$ cat config.mk
export PLATFORM = sky130hd
export DESIGN_NAME = relu_maxpool_2x2
export DESIGN_NICKNAME = d
export VERILOG_FILES = /design/src/rtl/pool_pkg.sv /design/src/rtl/pool_line_buffer.sv /design/src/rtl/relu_maxpool_2x2.sv
export SDC_FILE = /design/constraint.sdc
export NUM_CORES = 1
export LEC_CHECK = 0
export CAP_MARGIN = 25
export CELL_PAD_IN_SITES_DETAIL_PLACEMENT = 0
export CELL_PAD_IN_SITES_GLOBAL_PLACEMENT = 2
export CORE_UTILIZATION = 36
export DETAILED_ROUTE_END_ITERATION = 7
export GPL_TIMING_DRIVEN = 0
export MAX_ROUTING_LAYER = met4
export PLACE_DENSITY_LB_ADDON = 0.1
export SYNTH_ARGS = -nofsm -noshare
export SYNTH_HDL_FRONTEND = slang
export SYNTH_SLANG_ARGS = --single-unit
$ cat constraint.sdc
create_clock -name i_clk -period 4.85 [get_ports i_clk]
set_clock_uncertainty 0.05 [all_clocks]
set_input_delay 0.97 -clock i_clk [delete_from_list [all_inputs] [get_ports i_clk]]
set_output_delay 0.97 -clock i_clk [all_outputs]
set_load 0.01 [all_outputs]
$ cat src/rtl/pool_pkg.sv
// Shared definitions for the ReLU + 2x2 max-pool stage: default sample width,
// counter-width helper and the signed ReLU / max helpers.
package pool_pkg;

    localparam int D_BW_DEFAULT = 16;
    // Helpers work on a wide signed type so any D_BW up to 32 can use them.
    localparam int FN_BW = 32;

    function automatic int cnt_w(input int n);
        return (n <= 1) ? 1 : $clog2(n);
    endfunction

    function automatic logic signed [FN_BW-1:0] relu(input logic signed [FN_BW-1:0] x);
        return (x < 32'sd0) ? {FN_BW{1'b0}} : x;
    endfunction

    function automatic logic signed [FN_BW-1:0] max2(input logic signed [FN_BW-1:0] a,
                                                     input logic signed [FN_BW-1:0] b);
        return (a > b) ? a : b;
    endfunction

endpackage

$ cat src/rtl/pool_line_buffer.sv
// Half-row store of horizontal pair maxima: synchronous write, asynchronous read.
module pool_line_buffer #(
    parameter int D_BW  = 16,
    parameter int DEPTH = 4,
    parameter int AW    = 2
) (
    input  logic            clk,
    input  logic            wr_en,
    input  logic [AW-1:0]   wr_addr,
    input  logic [D_BW-1:0] wr_data,
    input  logic [AW-1:0]   rd_addr,
    output logic [D_BW-1:0] rd_data
);

    logic [D_BW-1:0] mem_r [DEPTH];

    // Contents need no reset: every entry is rewritten on an even row before it is read.
    always_ff @(posedge clk) begin
        if (wr_en) begin
            mem_r[wr_addr] <= wr_data;
        end
    end

    assign rd_data = mem_r[rd_addr];

endmodule

$ cat src/rtl/relu_maxpool_2x2.sv
// Streaming ReLU followed by 2x2 stride-2 max pooling over a raster-order
// feature map, using one half-width row of partial maxima.
module relu_maxpool_2x2
    import pool_pkg::*;
#(
    parameter int D_BW  = D_BW_DEFAULT,
    parameter int IMG_W = 8,
    parameter int IMG_H = 8
) (
    input  logic                   i_clk,
    input  logic                   i_rst,
    input  logic                   i_valid,
    input  logic signed [D_BW-1:0] i_data,
    output logic                   o_valid,
    output logic        [D_BW-1:0] o_data,
    output logic                   o_last
);

    localparam int CW = cnt_w(IMG_W);
    localparam int RW = cnt_w(IMG_H);
    localparam int HW = IMG_W / 2;
    localparam int AW = cnt_w(HW);

    logic        [CW-1:0]   col_r;
    logic        [RW-1:0]   row_r;
    logic signed [D_BW-1:0] hmax_r;

    logic signed [D_BW-1:0] relu_s;
    logic signed [D_BW-1:0] pair_max_s;
    logic signed [D_BW-1:0] win_max_s;
    logic signed [D_BW-1:0] lb_rd_s;
    logic        [AW-1:0]   lb_addr_s;
    logic                   lb_wr_en_s;
    logic                   last_col_s;
    logic                   last_row_s;

    // Datapath: ReLU, horizontal pair max, full-window max and line-buffer control.
    always_comb begin
        relu_s     = D_BW'(relu(FN_BW'(i_data)));
        pair_max_s = D_BW'(max2(FN_BW'(hmax_r), FN_BW'(relu_s)));
        win_max_s  = D_BW'(max2(FN_BW'(lb_rd_s), FN_BW'(pair_max_s)));
        lb_addr_s  = AW'(col_r >> 1);
        last_col_s = (col_r == CW'(IMG_W - 1));
        last_row_s = (row_r == RW'(IMG_H - 1));
        lb_wr_en_s = i_valid & ~i_rst & col_r[0] & ~row_r[0];
    end

    pool_line_buffer #(
        .D_BW  (D_BW),
        .DEPTH (HW),
        .AW    (AW)
    ) u_line_buf (
        .clk     (i_clk),
        .wr_en   (lb_wr_en_s),
        .wr_addr (lb_addr_s),
        .wr_data (pair_max_s),
        .rd_addr (lb_addr_s),
        .rd_data (lb_rd_s)
    );

    // Raster counters, pending-pair register and registered pooled outputs.
    always_ff @(posedge i_clk) begin
        if (i_rst) begin
            col_r   <= {CW{1'b0}};
            row_r   <= {RW{1'b0}};
            hmax_r  <= {D_BW{1'b0}};
            o_data  <= {D_BW{1'b0}};
            o_valid <= 1'b0;
            o_last  <= 1'b0;
        end else begin
            o_valid <= 1'b0;
            o_last  <= 1'b0;
            if (i_valid) begin
                if (last_col_s) begin
                    col_r <= {CW{1'b0}};
                    row_r <= last_row_s ? {RW{1'b0}} : row_r + RW'(1'b1);
                end else begin
                    col_r <= col_r + CW'(1'b1);
                end
                if (!col_r[0]) begin
                    hmax_r <= relu_s;
                end
                // Bottom-right of a window: emit the max of all four samples.
                if (col_r[0] && row_r[0]) begin
                    o_data  <= win_max_s;
                    o_valid <= 1'b1;
                    o_last  <= last_row_s & last_col_s;
                end
            end
        end
    end

endmodule
## Word-level counts from Yosys, hierarchy flattened

Memory sizes are Yosys's and may differ from the RTL's. A register that Yosys moved wholly into a read port is not among the register bits.
Cells that the tools add are included.

| word-level totals | value |
|---|---|
| register bits after elaboration | 40 |
| RAM bits | 64 |
| bits of input ports | 19 |
| output and inout bits | 18 |
| memories | 1 |

Memories:

| name | words | bits a word | read ports | clocked after Yosys merged registers in | write ports | RTL line | text |
|---|---|---|---|---|---|---|---|
| u_line_buf.mem_r | 4 | 16 | 1 | 1 | 1 | pool_line_buffer.sv:15 | `logic [D_BW-1:0] mem_r [DEPTH];` |

| operators by class | value |
|---|---|
| add/sub/neg operators | 2 |
| magnitude comparators | 3 |
| equality and inequality tests | 2 |
| muxes and demuxes | 10 |
| bitwise operators | 9 |
| reductions and logical operators | 6 |

Operators with widths:

| cell | count |
|---|---|
| 2-to-1 mux 16 bit | 3 |
| greater-than comparator 16 bit | 2 |
| less-than comparator 16 x 1 -> 1 bit (second input constant) | 1 |
| adder 3 x 1 -> 3 bit (second input constant) | 2 |
| equality test 3 bit (second input constant) | 2 |
| 2-to-1 mux 3 bit | 2 |
| AND reduction 2 bit | 3 |
| inverter 1 bit | 5 |
| AND 1 bit | 4 |
| 2-to-1 mux 2 bit | 2 |
| 2-to-1 mux 1 bit | 3 |
| OR reduction 3 bit | 1 |
| OR reduction 2 bit | 1 |
| logical AND 1 bit | 1 |

## Depth between registers and ports, before layout

| logic depth | value |
|---|---|
| depth after elaboration | 6 |
| gate-level depth with buffers | 19 |

## Cells and area by module

A second synthesis with hierarchy kept.

| unflattened totals | value |
|---|---|
| cells, all modules | 398 |
| area total of the unflattened synthesis | 4,954.8 µm² |

Modules (own cells, without submodules):

| module | times used | cells each | area each (µm²) |
|---|---|---|---|
| relu_maxpool_2x2 | 1 | 310 | 2,577.5 |
| pool_line_buffer | 1 | 88 | 2,377.3 |

## Least setup slack after synthesis

No wires, ideal clock.

| timing path | value |
|---|---|
| kind | input to register |
| from | input i_data[15] |
| to | register o_data[10] |
| setup time | 0.082 ns |
| data arrival time | 4.588 ns |
| slack | 0.130 ns |
| stages on the path | 18 |
| path through | clkbuf_1 -> and2b_1 -> inv_1 -> ha_1 -> nand4_1 -> a2111o_1 -> a31oi_4 -> buf_8 -> mux2i_1 -> ha_1 -> nand3_1 -> nor4_1 -> o21a_1 -> a211oi_1 -> or3b_1 -> clkbuf_1 -> buf_4 -> o221ai_1 |

| between the ends | value |
|---|---|
| cells in the longest elaborated chain, start to end | 6 |

Ends and longest elaborated chain:

| element | RTL line | text |
|---|---|---|
| start: declaration | relu_maxpool_2x2.sv:13 | `input logic signed [D_BW-1:0] i_data,` |
| less-than comparator 16 x 1 -> 1 bit | pool_pkg.sv:14 | `return (x < 32'sd0) ? {FN_BW{1'b0}} : x;` |
| 2-to-1 mux 16 bit * | pool_pkg.sv:14 |  |
| greater-than comparator 16 bit | pool_pkg.sv:19 | `return (a > b) ? a : b;` |
| 2-to-1 mux 16 bit * | pool_pkg.sv:19 |  |
| greater-than comparator 16 bit | pool_pkg.sv:19 |  |
| 2-to-1 mux 16 bit * | pool_pkg.sv:19 |  |
| end signal: assignment | relu_maxpool_2x2.sv:67 | `o_data <= {D_BW{1'b0}};` |
| end signal: assignment | relu_maxpool_2x2.sv:85 | `o_data <= win_max_s;` |
| end: declaration | relu_maxpool_2x2.sv:15 | `output logic [D_BW-1:0] o_data,` |

Mark *: on every way between the ends. The rest lies on a longest branch, timed or not.
A chain may end at the register's enable or synchronous reset.

## Worst setup path in the final report

| timing path | value |
|---|---|
| from | input i_data[15] |
| to | register o_data[5] |

Same word-level chain as after synthesis.

==> flow_results.xml <==
<?xml version="1.0" encoding="UTF-8"?>
<metrics>
  <group name="critical_path">
    <metric name="slowest_stage" unit="">sky130_fd_sc_hd__or3b_4</metric>
    <metric name="timing.critical_path.from_type" unit="">input pin</metric>
    <metric name="cp_data_arrival_time" unit="ns">4.98</metric>
    <metric name="ws_path_type" unit="">in -&gt; reg</metric>
    <metric name="cp_cell_sequence" unit="">buf_4, buf_12, and2b_2, inv_2, ha_4, nand4_1, a2111o_1, a31oi_4, buf_6, buf_16, mux2i_4, ha_4, nand4_1, nor4_4, o21a_1, a211oi_4, or3b_4, clkbuf_16, o221ai_2</metric>
    <metric name="max_stage_delay_on_crit_path" unit="ns">0.46</metric>
    <metric name="crit_required" unit="ns">5.08</metric>
    <metric name="cp_max_fo" unit="">7</metric>
    <metric name="worstSetupEndpointType" unit="">register</metric>
  </group>
  <group name="cts">
    <metric name="clkSlewWorstSetupHoldPaths" unit="ns">0.07</metric>
    <metric name="numCtsBuffers" unit="">9</metric>
    <metric name="buffer_type_at_the_clock_tree_root" unit="">sky130_fd_sc_hd__clkbuf_16</metric>
    <metric name="worst_skew_pair.late_latency" unit="ns">0.35</metric>
    <metric name="clock_sink_count" unit="">100</metric>
    <metric name="cts_hold_buffers" unit="">0</metric>
    <metric name="cts_tree" unit="">done</metric>
    <metric name="cts_htree_levels" unit="">3</metric>
    <metric name="clock_tree.buffer_depth" unit="">2</metric>
  </group>
  <group name="pwr">
    <metric name="pwr-share-comb" unit="%">15.8</metric>
    <metric name="share_seq_of_total_power" unit="%">46.7</metric>
    <metric name="highest_ir_drop_seen_on_vdd" unit="uV">197.3</metric>
    <metric name="pwr_density_cell" unit="mW/mm^2">305.8</metric>
    <metric name="internal_power" unit="W">0.001478</metric>
    <metric name="p_sw_share" unit="%">25.52</metric>
    <metric name="power.switching" unit="W">0.0005063</metric>
    <metric name="power_frac_clock" unit="%">37.6</metric>
    <metric name="leakage" unit="nW">2.513</metric>
  </group>
  <group name="synthesis">
    <metric name="synth_ff_type" unit="">sky130_fd_sc_hd__edfxtp_1</metric>
    <metric name="synth_largest_area_cell" unit="">sky130_fd_sc_hd__edfxtp_1</metric>
    <metric name="synth.avg_cell_area" unit="um^2">11.84</metric>
    <metric name="yosys_register_bits" unit="">100</metric>
    <metric name="yosysSeqAreaShare" unit="%">55.23</metric>
    <metric name="synth_edf_count" unit="">60</metric>
    <metric name="async_reset_ff_share" unit="%">0</metric>
    <metric name="synth-compound-area-share" unit="%">8.869</metric>
    <metric name="netlist-cell-type-count" unit="">39</metric>
    <metric name="largest_family_of_logic_cells_by_synthesized_area" unit="">multiplexers</metric>
    <metric name="synth_area_leaders" unit="">sky130_fd_sc_hd__edfxtp_1 38%, sky130_fd_sc_hd__dfxtp_1 17%, sky130_fd_sc_hd__ha_1 9.0%</metric>
    <metric name="synth_instances" unit="">398</metric>
    <metric name="multiplexer_share_of_the_synthesized_area" unit="%">10.75</metric>
    <metric name="mappedNetlistArea" unit="mm^2">0.004712</metric>
    <metric name="ys.warnings.count" unit="">0</metric>
    <metric name="syn_nets" unit="">451</metric>
    <metric name="post_synth_xor_area_fraction" unit="%">0</metric>
    <metric name="post-synth-top-area-fraction" unit="%">38.24</metric>
    <metric name="synth_fa_ha_area_share" unit="%">9.028</metric>
    <metric name="post_synth_and_or_nand_nor_area_fraction" unit="%">10.38</metric>
  </group>
  <group name="sta">
    <metric name="slew_violations" unit="">0</metric>
    <metric name="setup-violations-final" unit="">0</metric>
    <metric name="totalNegativeSetupSlack" unit="ns">0</metric>
    <metric name="achievable-frequency" unit="MHz">210.3</metric>
    <metric name="hold_viol_final" unit="">0</metric>
    <metric name="period_needed" unit="ns">4.755</metric>
    <metric name="tightest_slew" unit="ns">0.8681</metric>
    <metric name="slew-limit-headroom" unit="%">42.06</metric>
    <metric name="final_min_period_over_clock_period" unit="%">98.03</metric>
  </group>
  <group name="floorplanning">
    <metric name="initial_core_util" unit="%">37.19</metric>
    <metric name="placementRows" unit="">41</metric>
    <metric name="die_area" unit="mm^2">0.01355</metric>
    <metric name="pin_count" unit="">37</metric>
    <metric name="placeableCoreArea" unit="mm^2">0.01267</metric>
    <metric name="die-width" unit="um">116.4</metric>
    <metric name="die_ht" unit="um">116.4</metric>
  </group>
  <group name="global_routing">
    <metric name="global_route.overflow_total" unit="">0</metric>
    <metric name="grtUsageTotal" unit="%">17.38</metric>
    <metric name="antenna_found_initial" unit="">0</metric>
    <metric name="grt_start_max_net_pins" unit="">19</metric>
    <metric name="first_pass_grt_wire_length" unit="um">16490</metric>
    <metric name="grt_pass1_vias" unit="">3060</metric>
  </group>
  <group name="run_status">
    <metric name="run_status" unit="">finished, final reports clean</metric>
  </group>
  <group name="detailed_routing">
    <metric name="route.antenna.remaining_nets" unit="">0</metric>
    <metric name="post-route-drc-count" unit="">0</metric>
    <metric name="totalWireLength" unit="um">11110</metric>
    <metric name="drt_first_pass_iters" unit="">4</metric>
    <metric name="vias" unit="">3202</metric>
    <metric name="detail_route.vias_per_cell" unit="">4.919</metric>
    <metric name="drt_iter0_drc" unit="">125</metric>
    <metric name="route.detailed.wl_per_inst" unit="um">17.06</metric>
  </group>
  <group name="final_layout">
    <metric name="mostFrequentLayoutCell" unit="">sky130_fd_sc_hd__edfxtp_1</metric>
    <metric name="n_antenna_cell" unit="">0</metric>
    <metric name="final_cell_mix" unit="">60 x sky130_fd_sc_hd__edfxtp_1, 55 x sky130_fd_sc_hd__nand2_1, 40 x sky130_fd_sc_hd__dfxtp_1</metric>
    <metric name="area_delta_synth_final" unit="%">37.71</metric>
    <metric name="nets" unit="">527</metric>
    <metric name="share_of_final_layout_standard_cells_stronger_than_drive_strength_1" unit="%">30.90</metric>
    <metric name="final_cells" unit="">651</metric>
  </group>
  <group name="placed_design">
    <metric name="globalplace.congestion" unit="">0.8079</metric>
    <metric name="dp.cells" unit="">605</metric>
    <metric name="buffer_ports.inserted" unit="">34</metric>
    <metric name="hpwl" unit="um">7651</metric>
  </group>
  <group name="job">
    <metric name="max_cap_viol_count" unit="">0</metric>
  </group>
  <group name="min_path">
    <metric name="hold_removal_path_class" unit="">reg -&gt; reg</metric>
  </group>
</metrics>
state kept, by name (all words and copies together) (netlist names), named ones only:
signal and cells:
o_data 15, col_r 3, u_line_buf.mem_r 60, row_r 3, o_last 1, o_valid 1, hmax_r 15
cell type report:
| cell class | count | area, um^2 |
|---|---|---|
| sequential | 100 | 2603 |
| clock buffer | 9 | 225.2 |
| multi-input combinational | 233 | 2386 |
| clock inverter | 7 | 80.08 |
| buffer | 16 | 117.6 |
| timing repair buffer | 66 | 681.9 |
| inverter | 48 | 180.2 |
| tap | 172 | 215.2 |
| fill | 1143 | 6182 |
through the flow:
| stage | hold WS [ns] | worst slack (ns) | power, W | util (%) | instance area [um^2] |
|---|---|---|---|---|---|
| after floorplan | 0.3900 | 0.1296 | 0.001081 | - | 4712 |
| after global placement | 0.3992 | -1.515 | 0.001145 | 41.57 | 5268 |
| after detailed placement | 0.4048 | -1.499 | 0.001148 | 41.72 | 5286 |
| after CTS | 0.4205 | 0.001255 | 0.001942 | 46.04 | 5833 |
| after global routing | 0.4494 | -0.02527 | 0.002070 | 51.21 | 6489 |
| final | 0.4162 | 0.09537 | 0.001984 | 51.21 | 6489 |
cell families after synthesis:
| family | after synthesis |
|---|---|
| fa+ha+maj | 34 |
| other cells | 1 |
| mux | 33 |
| simple gates | 102 |
| buf+inv | 65 |
| compound gates | 63 |
| flops | 100 |
repair_timing:
item	CTS	global route
endpoints found under the setup margin	15	15
pin swaps	6	28
gates resized for setup	33	91
setup buffers	7	21
gates cloned	1	2
power by group through the flow:
stage | clock, W | combinational, W | sequential, W
finish | 0.000745 | 0.000313 | 0.000926
global placement | 0 | 0.000204 | 0.000941
global route | 0.000796 | 0.000346 | 0.000927
CTS | 0.000765 | 0.000253 | 0.000923
floorplan | 0 | 0.000141 | 0.000940
detailed placement | 0 | 0.000206 | 0.000942
cells in the mapped netlist, types with 2 or more instances:
cell and number:
sky130_fd_sc_hd__a21o_1 2, sky130_fd_sc_hd__a21oi_1 30, sky130_fd_sc_hd__and2b_1 9, sky130_fd_sc_hd__and3_1 4, sky130_fd_sc_hd__buf_2 3, sky130_fd_sc_hd__buf_4 2, sky130_fd_sc_hd__clkbuf_1 11, sky130_fd_sc_hd__dfxtp_1 40
sky130_fd_sc_hd__edfxtp_1 60, sky130_fd_sc_hd__ha_1 34, sky130_fd_sc_hd__inv_1 48, sky130_fd_sc_hd__mux2i_1 18, sky130_fd_sc_hd__mux4_2 14, sky130_fd_sc_hd__nand2_1 55, sky130_fd_sc_hd__nand3_1 5, sky130_fd_sc_hd__nand4_1 4
sky130_fd_sc_hd__nor2_1 8, sky130_fd_sc_hd__nor2b_1 7, sky130_fd_sc_hd__nor3_1 3, sky130_fd_sc_hd__nor3b_1 2, sky130_fd_sc_hd__nor4_1 2, sky130_fd_sc_hd__o21a_1 2, sky130_fd_sc_hd__o21ai_0 5, sky130_fd_sc_hd__o221ai_1 15
path summary, 6_finish.rpt:
kind,start,to,slack (ns),depth (start not counted)
worst min register to register,row_r[2],row_r[2],0.42,2
worst min-delay path,row_r[2],row_r[2],0.42,2
worst max-delay path,i_data[15],o_data[5],0.1,19
worst max register to register,hmax_r[11],o_data[5],0.88,15
routing by layer:
metal | wire (um) | up-vias | global-route usage (%)
met5 | 0 | - | -
met4 | 150 | 0 | 6.667
met3 | 313 | 15 | 2.854
met2 | 5382 | 38 | 26.59
met1 | 5259 | 1565 | 23.11
li1 | - | 1584 | -
critical path: cells and delay by family:
family | cells | cell delay [ns]
compound gates | 5 | 1.13
fa+ha+maj | 2 | 0.42
buf+inv | 6 | 0.80
mux | 1 | 0.30
simple gates | 5 | 1.35
No activity file was read; power rests on OpenSTA's default activity.
